$ cat src/rtl/pc_ctrl_if.sv
// pc_ctrl_if: instruction-memory fetch handshake between pc_ctrl and imem.
interface pc_ctrl_if;
  logic        req;
  logic        ack;
  logic [31:0] addr;
  logic [31:0] rdata;
  modport master(output req, addr, input ack, rdata);
  modport slave(input req, addr, output ack, rdata);
endinterface

$ cat src/rtl/pc_ctrl.sv
// pc_ctrl: two-state fetch controller owning the PC, with exception/eret redirects.
module pc_ctrl #(
  parameter logic [31:0] RESET_PC   = 32'h0000_3000,
  parameter logic [31:0] EXC_VECTOR = 32'h0000_4180
) (
  input  logic              clk,
  input  logic              reset,
  input  logic [31:0]       npc,
  input  logic              stall,
  input  logic              exc_req,
  input  logic              eret_req,
  input  logic [31:0]       epc,
  output logic [31:0]       pc,
  output logic [31:0]       instr,
  output logic              instr_valid,
  output logic              flush,
  pc_ctrl_if.master         imem
);
  typedef enum logic {REQ, VALID} state_t;
  state_t      state;
  logic        pend, pend_exc, redir, keep;
  logic [31:0] pend_tgt, new_tgt, tgt;
  assign imem.req    = state == REQ;
  assign imem.addr   = pc;
  assign instr_valid = state == VALID;
  always_comb begin
    redir   = exc_req | eret_req;
    new_tgt = exc_req ? EXC_VECTOR : epc & 32'hFFFF_FFFC;
    keep    = pend & pend_exc & ~exc_req;
    tgt     = (redir & ~keep) ? new_tgt : pend_tgt;
  end
  // redirects during an outstanding fetch wait for its ack, then replace the data
  always_ff @(posedge clk or posedge reset)
    if (reset) begin
      state    <= REQ;
      pc       <= RESET_PC;
      instr    <= '0;
      flush    <= 1'b0;
      pend     <= 1'b0;
      pend_exc <= 1'b0;
      pend_tgt <= '0;
    end else begin
      flush <= redir;
      if (state == REQ) begin
        if (imem.ack && (pend || redir)) begin
          pc       <= tgt;
          pend     <= 1'b0;
          pend_exc <= 1'b0;
          pend_tgt <= '0;
        end else if (imem.ack) begin
          instr <= imem.rdata;
          state <= VALID;
        end else begin
          pend     <= pend | redir;
          pend_exc <= pend_exc | exc_req;
          pend_tgt <= tgt;
        end
      end else if (redir) begin
        pc    <= new_tgt;
        state <= REQ;
      end else if (!stall) begin
        pc    <= npc;
        state <= REQ;
      end
    end
endmodule

$ cat src/flat_wrapper.sv
// flat-port wrapper written by rule: the top's interface ports become plain ports
module pc_ctrl_flat 
#(
  parameter logic [31:0] RESET_PC   = 32'h0000_3000,
  parameter logic [31:0] EXC_VECTOR = 32'h0000_4180
)
  (clk, reset, npc, stall, exc_req, eret_req, epc, pc, instr, instr_valid, flush, imem_req, imem_addr, imem_ack, imem_rdata);
  pc_ctrl_if imem_i ();
  input  logic clk;
  input  logic reset;
  input  logic [31:0] npc;
  input  logic stall;
  input  logic exc_req;
  input  logic eret_req;
  input  logic [31:0] epc;
  output logic [31:0] pc;
  output logic [31:0] instr;
  output logic instr_valid;
  output logic flush;
  output wire logic [$bits(imem_i.req)-1:0] imem_req;
  output wire logic [$bits(imem_i.addr)-1:0] imem_addr;
  input wire logic [$bits(imem_i.ack)-1:0] imem_ack;
  input wire logic [$bits(imem_i.rdata)-1:0] imem_rdata;
  assign imem_req = imem_i.req;
  assign imem_addr = imem_i.addr;
  assign imem_i.ack = imem_ack;
  assign imem_i.rdata = imem_rdata;
  pc_ctrl #(.RESET_PC(RESET_PC), .EXC_VECTOR(EXC_VECTOR)) u_core (.clk(clk), .reset(reset), .npc(npc), .stall(stall), .exc_req(exc_req), .eret_req(eret_req), .epc(epc), .pc(pc), .instr(instr), .instr_valid(instr_valid), .flush(flush), .imem(imem_i));
endmodule
$ cat config.mk
export PLATFORM = sky130hd
export DESIGN_NAME = pc_ctrl_flat
export DESIGN_NICKNAME = d
export VERILOG_FILES = /design/src/rtl/pc_ctrl_if.sv /design/src/rtl/pc_ctrl.sv /design/src/flat_wrapper.sv
export SDC_FILE = /design/constraint.sdc
export NUM_CORES = 1
export LEC_CHECK = 0
export BUFFER_PORTS_ARGS = -buffer_cell sky130_fd_sc_hd__buf_2
export CAP_MARGIN = 20
export CORE_MARGIN = 8
export CORE_UTILIZATION = 49
export CTS_CLUSTER_SIZE = 40
export DETAILED_ROUTE_END_ITERATION = 8
export HOLD_SLACK_MARGIN = 0.05
export PLACE_DENSITY = 0.84
export SKIP_LAST_GASP = 1
export SYNTH_ARGS = -nofsm -noshare
export SYNTH_HDL_FRONTEND = slang
export SYNTH_SLANG_ARGS = --single-unit
$ cat constraint.sdc
create_clock -name clk -period 3.6 [get_ports clk]
set_input_delay 0.72 -clock clk [delete_from_list [all_inputs] [get_ports clk]]
set_output_delay 0.72 -clock clk [all_outputs]
set_load 0.01 [all_outputs]
==> metrics.txt <==
Data arrival, critical path=2780 ps; first-pass GRT wire length=21.0 mm; Pleak=0.00294 uW; critical path class=in -> reg; synthesized area=0.00494 mm2; crit path cell chain=buf_2 > a21bo_4 > nand2b_1 > o21ai_4 > a22o_1; critical-path cell with the highest stage delay=o21ai_4; largest net degree at the start of global routing=44; HPWL Detailed=9.87 mm; vias in the first global route=4273; final std cells w/o fill=720; Die X=116 um; Syn Area/Cell=11.6 um2; # rows=36; fin nets=684; Max Fclk=0.403 GHz; critical path data required time=3900 ps; Period Utilization, post-route=69.0%; Critical Path Fanout Max=32; setup TNS=0 ps; Ys Warns=0; clk_skew=9.41 ps; status=finished clean; post-CTS setup buffer count=0; endpoint class of the critical path=register; r2r startpoint=u_core.instr_valid; Tmin final=2480 ps; max-slew violations=0; # fillers=822; Design Area, Final=0.00604 mm2; Cells after DPL=703; Final Hold Fails=0; initial antenna violation count=0; CTS H-Tree Depth=3; # diodes=0; clk buf depth=2; Hold Slack=393 ps; CTS Buf Count=9; Hold-fix buffers, CTS=0; Max VDD drop=0.268 mV; FF+latch count, synth=100; P per Cell Area=494 mW/mm2; total gr overflow=0; area grow syn2layout=22.1%; worst skew pair latency=370 ps; unrepaired setup endpoints after global routing=false; DRT antenna net count=0; CP Launch Point=eret_req; Synth Net Count=528; max_cap viols=0; Top Ports=201; Rel. slew slack=32.7%; vias post-DR=3932; share of cells above drive strength 1=50.1%; CTS tree=built; final wirelength=13.4 mm; clock root buffer=clkbuf_8; global router's overall resource usage=19.7%; Detailed Route Iter0 Violations=210; Final setup viols=0; post-synthesis sequential area ratio=50.7%; Max stage delay on crit path=680 ps; Detailed Routing Iterations Pass 1=4; die height=116 um; CP Launch Type=input pin; core area=0.00977 mm2; post-cts gate resize count=0; hold crit path type=in -> async; WL/cell=18.7 um; GPL Wtd Cong=0.767; Worst-path clk slew=100 ps; die area=0.0136 mm2; Vias/cell=5.46; Cell variety after synth=36; clock sink total=100; I/O Buffers=198; initial core utilization=50.6%; Post-Syn Instances=426; DRC viols=0; area post-placement=0.00580 mm2; measured slew at the worst slew-check pin=1010 ps
## report_power, final
part / switching [uW] / leakage, uW / internal (uW)
registers: 103 / 0.00126 / 1300
clock network: 396 / 0.000105 / 409
logic: 415 / 0.00158 / 364
total: 914 / 0.00294 / 2070
## cell usage after synthesis, drive strengths merged
library cell	count	area, um2
o21bai	3	22.5
nor4	1	21.3
a221oi	12	105
nand2b	3	18.8
inv	4	15.0
o31ai	3	22.5
o2bb2ai	2	23.8
a21boi	1	11.3
nand3	1	5.00
mux2i	14	140
a22o	26	228
dfstp	2	52.6
buf	56	377
a21oi	18	90.1
nand2	27	101
o21ai	9	56.3
a32oi	16	140
clkbuf	8	30.0
and2	5	31.3
or4	1	7.51
o21a	4	30.0
mux2	61	687
or3b	1	8.76
dfrtp	98	2450
a31oi	17	106
a21bo	1	16.3
nor2	26	97.6
nor3	6	46.3
## kinds of logic after synthesis
group | after synthesis | synth area share [%]
DFF | 100 | 50.7
muxes | 75 | 16.7
buffers and inverters | 68 | 8.53
and+or+nand+nor | 71 | 6.83
AOI/OAI and AO/OA | 112 | 17.2
## through the flow
stage	setup WS [ps]	utilization (%)	total power (uW)
2_1_floorplan	265	-	1910
3_3_place_gp	787	59.1	2170
3_5_place_dp	734	59.4	2210
4_1_cts	1130	61.7	3010
5_1_grt	999	61.8	3130
6_report	1120	61.8	2980
## critical path: cells and delay by family
family / cells / cell delay, ps
simple gates: 1 / 240
buf+inv: 1 / 300
compound gates: 3 / 1490
## layout make-up
type	instances	area [um2]	area share, %
Clock inverter	6	87.6	1.45
Sequential cell	100	2500	41.5
Clock buffer	10	138	2.28
Tap cell	133	166	2.76
Multi-Input combinational cell	258	2030	33.6
Inverter	4	17.5	0.290
Timing Repair Buffer	209	1090	18.1
## metal layers
layer / track usage, % / up-vias / part of all wire, %
li1: - / 1842 / -
met1: 23.7 / 1914 / 41
met2: 33.4 / 160 / 49
met3: 4.65 / 16 / 8.4
met4: 7.35 / 0 / 1.3
met5: 0 / - / 0
## sequential cells by signal, indices dropped and copies added (netlist names)
| register | flops |
|---|---|
| u_core.imem.addr | 32 |
| u_core.pend_tgt | 32 |
| u_core.pend | 1 |
| u_core.flush | 1 |
| u_core.pend_exc | 1 |
| u_core.instr | 32 |
| u_core.instr_valid | 1 |
## final timing paths
path / end / slack [ps] / cells after the start
min in group clk: u_core.pend_tgt[1] / 500 / 1
max reg2reg: u_core.imem.addr[29] / 1250 / 5
max in group asynchronous: u_core.imem.addr[13] / 2370 / 3
max: u_core.pend_tgt[29] / 1120 / 5
min: u_core.instr[22] / 390 / 2
min reg2reg: u_core.pend_tgt[1] / 500 / 1
## cells in the final DEF (no fill, tap or decap), types with 4 or more instances in the layout
cell	synthesis	layout
a21oi_1	18	18
a221oi_1	12	12
a22o_1	26	26
a31oi_1	17	17
a32oi_1	16	16
and2_1	5	5
buf_2	19	198
buf_4	34	10
clkbuf_8	0	10
dfrtp_1	98	98
mux2_2	59	59
mux2i_1	14	14
nand2_1	27	27
nor2_1	26	26
nor3_1	4	4
o21a_1	4	4
o21ai_0	8	8
No activity file was read; power rests on OpenSTA's default activity.
